File: config.mk
export PLATFORM = sky130hd
export DESIGN_NAME = alu_ctrl_seq
export DESIGN_NICKNAME = d
export VERILOG_FILES = /design/src/rtl/alu_ctrl_seq.sv
export SDC_FILE = /design/constraint.sdc
export NUM_CORES = 1
export LEC_CHECK = 0
export BUFFER_PORTS_ARGS = -buffer_cell sky130_fd_sc_hd__buf_2
export CORE_MARGIN = 2
export CORE_UTILIZATION = 45
export CTS_CLUSTER_DIAMETER = 60
export DETAILED_ROUTE_END_ITERATION = 8
export PLACE_DENSITY = 0.68
export REMOVE_ABC_BUFFERS = 1
export SYNTH_ARGS = -nofsm -noshare
export SYNTH_HDL_FRONTEND = slang
export SYNTH_SLANG_ARGS = --single-unit
File: constraint.sdc
create_clock -name clk_i -period 2.2 [get_ports clk_i]
set_input_delay 0.44 -clock clk_i [delete_from_list [all_inputs] [get_ports clk_i]]
set_output_delay 0.44 -clock clk_i [all_outputs]
set_load 0.1 [all_outputs]
File: src/rtl/alu_ctrl_seq.sv
// rtl/alu_ctrl_seq.sv - registered, handshaked ALU control decoder with multi-cycle MULT/DIV sequencing
module alu_ctrl_seq #(
  parameter int MUL_LAT  = 4,
  parameter int DIV_LAT  = 32,
  parameter int CNT_W    = 6,
  parameter bit EN_SHIFT = 1'b1
) (
  input  logic       clk_i,
  input  logic       rst_i,
  input  logic       valid_i,
  output logic       ready_o,
  input  logic [2:0] ALUOp_i,
  input  logic [5:0] funct_i,
  output logic       valid_o,
  input  logic       ready_i,
  output logic [3:0] ALUCtrl_o,
  output logic       illegal_o,
  output logic       multi_o,
  output logic       stall_o
);

  localparam logic [1:0] S_IDLE = 2'd0;
  localparam logic [1:0] S_BUSY = 2'd1;
  localparam logic [1:0] S_HOLD = 2'd2;

  // The counter holds LAT-1 at accept so that leaving 1 lands valid_o exactly LAT edges later.
  localparam logic [CNT_W-1:0] MUL_LOAD = CNT_W'(MUL_LAT - 1);
  localparam logic [CNT_W-1:0] DIV_LOAD = CNT_W'(DIV_LAT - 1);
  localparam logic [CNT_W-1:0] CNT_ONE  = CNT_W'(1);

  logic [1:0]       state_q, state_d;
  logic [CNT_W-1:0] cnt_q, cnt_d;
  logic             valid_q, valid_d;
  logic [3:0]       ctrl_q, ctrl_d;
  logic             illegal_q, illegal_d;
  logic             multi_q, multi_d;

  logic [3:0]       dec_ctrl;
  logic             dec_illegal;
  logic             dec_multi;
  logic [CNT_W-1:0] dec_load;
  logic             accept;

  always_comb begin
    dec_ctrl    = 4'b1111;
    dec_illegal = 1'b1;
    dec_multi   = 1'b0;
    dec_load    = '0;
    case (ALUOp_i)
      3'b000: begin dec_ctrl = 4'b0010; dec_illegal = 1'b0; end
      3'b001: begin dec_ctrl = 4'b0110; dec_illegal = 1'b0; end
      3'b011: begin dec_ctrl = 4'b0111; dec_illegal = 1'b0; end
      3'b100: begin dec_ctrl = 4'b0001; dec_illegal = 1'b0; end
      3'b101: begin dec_ctrl = 4'b0000; dec_illegal = 1'b0; end
      3'b010: begin
        case (funct_i)
          6'b100000: begin dec_ctrl = 4'b0010; dec_illegal = 1'b0; end
          6'b100010: begin dec_ctrl = 4'b0110; dec_illegal = 1'b0; end
          6'b100100: begin dec_ctrl = 4'b0000; dec_illegal = 1'b0; end
          6'b100101: begin dec_ctrl = 4'b0001; dec_illegal = 1'b0; end
          6'b101010: begin dec_ctrl = 4'b0111; dec_illegal = 1'b0; end
          6'b100111: begin dec_ctrl = 4'b1100; dec_illegal = 1'b0; end
          6'b000000: if (EN_SHIFT) begin dec_ctrl = 4'b1000; dec_illegal = 1'b0; end
          6'b000010: if (EN_SHIFT) begin dec_ctrl = 4'b1001; dec_illegal = 1'b0; end
          6'b011000: begin
            dec_ctrl    = 4'b1010;
            dec_illegal = 1'b0;
            dec_multi   = 1'b1;
            dec_load    = MUL_LOAD;
          end
          6'b011010: begin
            dec_ctrl    = 4'b1011;
            dec_illegal = 1'b0;
            dec_multi   = 1'b1;
            dec_load    = DIV_LOAD;
          end
          default: ;
        endcase
      end
      default: ;
    endcase
  end

  assign ready_o = (state_q == S_IDLE) | ((state_q == S_HOLD) & ready_i);
  assign accept  = valid_i & ready_o;

  always_comb begin
    state_d   = state_q;
    cnt_d     = cnt_q;
    valid_d   = valid_q;
    ctrl_d    = ctrl_q;
    illegal_d = illegal_q;
    multi_d   = multi_q;
    case (state_q)
      S_IDLE: ;
      S_BUSY: begin
        if (cnt_q != '0) cnt_d = cnt_q - CNT_ONE;
        if (cnt_q == CNT_ONE) begin
          state_d = S_HOLD;
          valid_d = 1'b1;
        end
      end
      S_HOLD: begin
        if (ready_i) begin
          state_d = S_IDLE;
          valid_d = 1'b0;
        end
      end
      default: begin
        state_d = S_IDLE;
        valid_d = 1'b0;
      end
    endcase
    // An accept in HOLD overrides the drain to IDLE, giving back-to-back issue.
    if (accept) begin
      ctrl_d    = dec_ctrl;
      illegal_d = dec_illegal;
      multi_d   = dec_multi;
      if (dec_multi) begin
        state_d = S_BUSY;
        cnt_d   = dec_load;
        valid_d = 1'b0;
      end else begin
        state_d = S_HOLD;
        cnt_d   = '0;
        valid_d = 1'b1;
      end
    end
  end

  always_ff @(posedge clk_i or negedge rst_i) begin
    if (!rst_i) begin
      state_q   <= S_IDLE;
      cnt_q     <= '0;
      valid_q   <= 1'b0;
      ctrl_q    <= 4'b0000;
      illegal_q <= 1'b0;
      multi_q   <= 1'b0;
    end else begin
      state_q   <= state_d;
      cnt_q     <= cnt_d;
      valid_q   <= valid_d;
      ctrl_q    <= ctrl_d;
      illegal_q <= illegal_d;
      multi_q   <= multi_d;
    end
  end

  assign valid_o   = valid_q;
  assign ALUCtrl_o = ctrl_q;
  assign illegal_o = illegal_q;
  assign multi_o   = multi_q;
  assign stall_o   = (state_q == S_BUSY);

endmodule

# Word level (Yosys, flattened, before mapping)
# Index checks and enable logic that the tools add are counted.
[totals] reg_bits=15 latchBits=0 ramBits=0 romBits=0 in_bits=13 out_inout_bits=9 wordCells=63 n_memories=0
[op_classes] n_addsub=1 mul=0 n_div=0 magnitude_cmp=0 eq_ne=20 shift=0 n_mux=22 n_bitwise=3 reduce_logical=11
[op_table] op="one-hot mux 4 bit (10 select lines)" n=1
[op_table] op="== test 6 bit, second input constant" n=6
[op_table] op="2-to-1 mux 6 bit" n=4
[op_table] op="one-hot mux 4 bit (6 select lines)" n=1
[op_table] op="== test 6 x 5 -> 1 bit, second input constant" n=2
[op_table] op="one-hot mux 5 bit (2 select lines)" n=1
[op_table] op="OR reduction 10 bit" n=1
[op_table] op="2-to-1 mux 2 bit" n=4
[op_table] op="2-to-1 mux 1 bit" n=7
[op_table] op="== test 3 x 2 -> 1 bit, second input constant" n=2
[op_table] op="== test 3 bit, second input constant" n=2
[op_table] op="== test 6 x 1 -> 1 bit, second input constant" n=1
[op_table] op="== test 6 x 2 -> 1 bit, second input constant" n=1
[op_table] op="zero test 6 bit" n=1
[op_table] op="one-hot mux 2 bit (3 select lines)" n=1
[op_table] op="nonzero test 6 bit" n=1
[op_table] op="subtractor 6 x 1 -> 6 bit, second input constant" n=1
[op_table] op="2-to-1 mux 5 bit" n=1
[op_table] op="OR reduction 5 bit" n=1
[op_table] op="nonzero test 2 bit" n=2
[op_table] op="== test 3 x 1 -> 1 bit, second input constant" n=1
[op_table] op="zero test 3 bit" n=1
[op_table] op="inequality test 3 x 1 -> 1 bit, second input constant" n=1
[op_table] op="inequality test 3 bit, second input constant" n=1
[op_table] op="11 further kinds" n=12

# Longest topological paths before layout
[depth] ltp_word=6 depth_mapped=6 mapped_depth_nobuf=6

# Worst setup path before layout
# Ideal clock, no wire load.
[synth_path] path_type="reg2out" start="register state_q[1]" end="output port ready_o" t_arrival_ns=2.316 required_time_ns=1.760 slack_ns=-0.556 stages_incl_launch_ff=3 path_buffers=0 path_cell_list="dfrtp_1 -> nor2b_1 -> nor2_1"
[synth_between] elab_chain_cells=3 word_cells_on_any_way=4 classes_between="1 x eq/ne; 2 x bitwise; 1 x reduce/logical"
[synth_lines] element="start: declaration" line="31" text="logic [1:0] state_q, state_d;"
[synth_lines] element="start signal: assignment" line="140" text="state_q <= state_d;"
[synth_lines] element="== test 2 bit" line="84" text="assign ready_o = (state_q == S_IDLE) | ((state_q == S_HOLD) & ready_i);"
[synth_lines] element="bitwise AND 1 bit" line="84"
[synth_lines] element="OR 1 bit *" line="84"
[synth_lines] element="end: declaration" line="11" text="output logic ready_o,"
# Every way passes the cells marked *; elsewhere a longest branch is shown, timed or not.

# Worst setup path after layout
[layout_path] start="register state_q[1]" end="output port stall_o"
[layout_between] elab_chain_cells=1
[layout_lines] element="== test 2 x 1 -> 1 bit" line="153" text="assign stall_o = (state_q == S_BUSY);"
[layout_lines] element="end: declaration" line="19" text="output logic stall_o"
# Every way passes these cells.

==> qor.tcl <==
set qor(run_status) {finished, final reports clean}
set qor(r2r_start) {cnt_q[1]}
set qor(sw_frac) 0.454
set qor(criticalPathCategory) {flip-flop to primary output}
set qor(final.setup.tns_ns) 0
set qor(vias_per_cell) 5.86
set qor(compound_gate_portion_of_the_synthesized_area) 0.221
set qor(cts_buffer_count) 3
set qor(via_count_of_the_first_global_routing_pass) 914
set qor(synth_top_family_by_area) {simple AND/OR/NAND/NOR gates}
set qor(achievable-frequency_mhz) 516
set qor(syn-instance-count) 121
set qor(finalHoldViolCount) 0
set qor(cts_hold_buffers) 0
set qor(report.final.slew_viol_count) 0
set qor(crit_path_start_kind) {flip-flop}
set qor(post_synth_edffs) 0
set qor(post_drt_wl_per_cell_microns) 13.5
set qor(layout.cells.most_common) {sky130_fd_sc_hd__buf_2}
set qor(path_buf_inv) 2
set qor(critical_path_capture_point_type) {primary output}
set qor(crit_path_start) {state_q[1]}
set qor(final-instance-count-excl-fill) 171
set qor(clock_sinks) 14
set qor(floorplan.die_area_sq_um) 2620
set qor(finalSetupViolCount) 0
set qor(timing.hold.worst.class) {input pin to async pin}
set qor(floorplan.initialDensity) 0.467
set qor(count_of_standard_cell_rows) 17
set qor(synth_cell_types) 43
set qor(worst_ep_arrival_time_ns) 1.50
set qor(clock_latency_ns) 0.28
set qor(critical_path.cell_chain) {nand2b_1 > inv_1 > buf_2}
set qor(ys.flop_type) {sky130_fd_sc_hd__dfrtp_1}
set qor(layout.core_utilization) 0.539
set qor(most-common-layout-cells) {21 x sky130_fd_sc_hd__buf_2, 15 x sky130_fd_sc_hd__nor2_1, 14 x sky130_fd_sc_hd__dfrtp_1}
set qor(post-synth-top-area-fraction) 0.350
set qor(placedCellCount) 168
set qor(post-dp-hpwl_microns) 1780
set qor(worst_pin_slew_ns) 0.484
set qor(timing.final.crit_share) 0.881
set qor(core-area_sq_um) 2150
set qor(synthMuxAreaShare) 0.0200
set qor(route.final.wire_length_microns) 2310
set qor(timing.critical_path.max_delay_family) {buffers and inverters}
set qor(largest_fanout_on_the_critical_path) 5
set qor(grt_antenna_before_repair) 0
set qor(mappedNetlistArea_sq_um) 1000
set qor(power.switching_w) 0.000366
set qor(gp_congestion) 0.807
set qor(grt_first_pass_wirelength_microns) 3910
set qor(simple_gate_area_share_of_the_yosys_netlist) 0.338
set qor(power_density_nw_per_um2) 696
set qor(grt_overflow) 0
set qor(yosysSeqAreaShare) 0.350
set qor(synthToLayoutAreaGrowth_pct) 15.5
set qor(final_worst_hold_slack_ns) 0.0367
set qor(nets) 160
set qor(clock_tree_from_tritoncts) {built}
set qor(htree_num_levels) 1
set qor(detail-route-antenna-nets) 0
set qor(grt_max_degree) 15
set qor(post_cts_buffers) 0
set qor(cpMaxStageDelayCell) {sky130_fd_sc_hd__buf_2}
set qor(synth-async-reset-ratio) 1.00
set qor(seqPwrFrac) 0.395
set qor(pwr-share-clk) 0.184
set qor(rsz0062_at_grt) {false}
set qor(post-route-min-period_ns) 1.94
set qor(required_ns) 1.76
set qor(p_total_w) 0.000805
set qor(cell_types_with_the_largest_area_share_after_synthesis) {sky130_fd_sc_hd__dfrtp_1 35%, sky130_fd_sc_hd__nor2_1 5.6%, sky130_fd_sc_hd__a21oi_1 4.0%}
set qor(total_internal_power_w) 0.000439
set qor(die_w_microns) 51.2
set qor(clk_transition_reported_paths_ns) 0.08
set qor(synth_fa_ha_area_frac) 0.0250
set qor(drcViolationCount) 0
set qor(timing.critical_path.slowest_cell_delay_ns) 0.45
set qor(syn-mean-instance-area_sq_um) 8.28
set qor(floorplan.io_pins) 22
set qor(max_cap_violation_count) 0
set qor(static-leakage-power_nw) 0.523
set qor(via_count) 1002
set qor(slew-limit-headroom) 0.679
set qor(portBuffers) 21
set qor(vdd_drop_max_uv) 352
set qor(antenna_cells_inserted) 0
set qor(grt_util_all_layers) 0.200
set qor(clockBufferDepth) 2
set qor(dr.first_iter.drc_count) 12
set qor(clockRootBuffer) {sky130_fd_sc_hd__clkbuf_4}
set qor(yosysWarnings) 0
set qor(netlist.top_cell.by_area) {sky130_fd_sc_hd__dfrtp_1}
set qor(post_route_cells_drive_above_1_share) 0.210
set qor(power.share.combinational) 0.421
set qor(synth-xor-area-share) 0.00874
set qor(synth.ff_latch_count) 14
set qor(die_outline_height_microns) 51.2
set qor(worst_clock_skew_ns) 0.00288
set qor(cts_resized) 0
set qor(drt_pass1_iterations) 5
-- through the flow --
stage	setup WS (ns)	area (sq um)
5_1_grt	0.183	1160
3_3_place_gp	0.495	1130
2_1_floorplan	-0.556	987
4_1_cts	0.270	1160
3_5_place_dp	0.428	1130
6_report	0.262	1160
-- power groups by stage --
| stage | logic (W) | registers, W | clock network, W |
|---|---|---|---|
| 2_1_floorplan | 0.000127 | 0.000451 | 0 |
| 3_3_place_gp | 0.000336 | 0.000321 | 0 |
| 3_5_place_dp | 0.000338 | 0.000324 | 0 |
| 4_1_cts | 0.000339 | 0.000318 | 0.000146 |
| 5_1_grt | 0.000368 | 0.000324 | 0.000159 |
| 6_report | 0.000339 | 0.000318 | 0.000148 |
-- layer usage --
metal / part of all wire / vias to the layer above / track usage
met5: 0 / - / 0
met4: 0.025 / 0 / 0.0856
li1: - / 491 / -
met1: 0.48 / 476 / 0.269
met2: 0.45 / 28 / 0.320
met3: 0.040 / 7 / 0.0263
-- cells in the mapped netlist (2+ instances only) --
master and number:
sky130_fd_sc_hd__a21o_1 2, sky130_fd_sc_hd__a21oi_1 8, sky130_fd_sc_hd__a22o_1 2, sky130_fd_sc_hd__a22oi_1 2, sky130_fd_sc_hd__a31oi_1 2, sky130_fd_sc_hd__buf_2 3
sky130_fd_sc_hd__dfrtp_1 14, sky130_fd_sc_hd__ha_1 2, sky130_fd_sc_hd__inv_1 6, sky130_fd_sc_hd__mux2i_1 2, sky130_fd_sc_hd__nand2_1 10, sky130_fd_sc_hd__nand2b_1 5
sky130_fd_sc_hd__nand3_1 5, sky130_fd_sc_hd__nand4b_1 2, sky130_fd_sc_hd__nor2_1 15, sky130_fd_sc_hd__nor2b_1 4, sky130_fd_sc_hd__nor3_1 3, sky130_fd_sc_hd__nor4b_1 2
sky130_fd_sc_hd__o21ai_0 5, sky130_fd_sc_hd__o22ai_1 2, sky130_fd_sc_hd__o31ai_1 2, sky130_fd_sc_hd__or2_4 2
-- worst paths after layout --
| kind | to | slack (ns) | depth (start not counted) |
|---|---|---|---|
| worst max register to register | cnt_q[3] | 0.39 | 6 |
| worst min-delay path | cnt_q[5] | 0.04 | 1 |
| worst min register to register | ALUCtrl_o[2] | 0.48 | 2 |
| worst max-delay path | stall_o | 0.26 | 3 |
| min in group clk_i | ALUCtrl_o[0] | 0.47 | 3 |
| max in group asynchronous | cnt_q[0] | 1.92 | 1 |
-- kinds of logic after synthesis --
| family | Yosys count |
|---|---|
| AOI/OAI and AO/OA | 33 |
| xor gates and xnor gates | 1 |
| adders and majority gates | 2 |
| buffers and inverters | 9 |
| DFF | 14 |
| muxes | 2 |
| and+or+nand+nor | 60 |
-- area by class of cell --
type | instances | area [sq um]
Clock buffer | 3 | 22.5
Tap cell | 28 | 35.0
Multi-Input combinational cell | 98 | 614
Fill cell | 218 | 991
Timing Repair Buffer | 22 | 113
Sequential cell | 14 | 350
Inverter | 6 | 22.5
-- registers in the layout (all words and copies together) (netlist names) --
name,cells
ALUCtrl_o,4
cnt_q,6
state_q,2
illegal_o,1
multi_o,1
(Power assumes the default switching activity.)
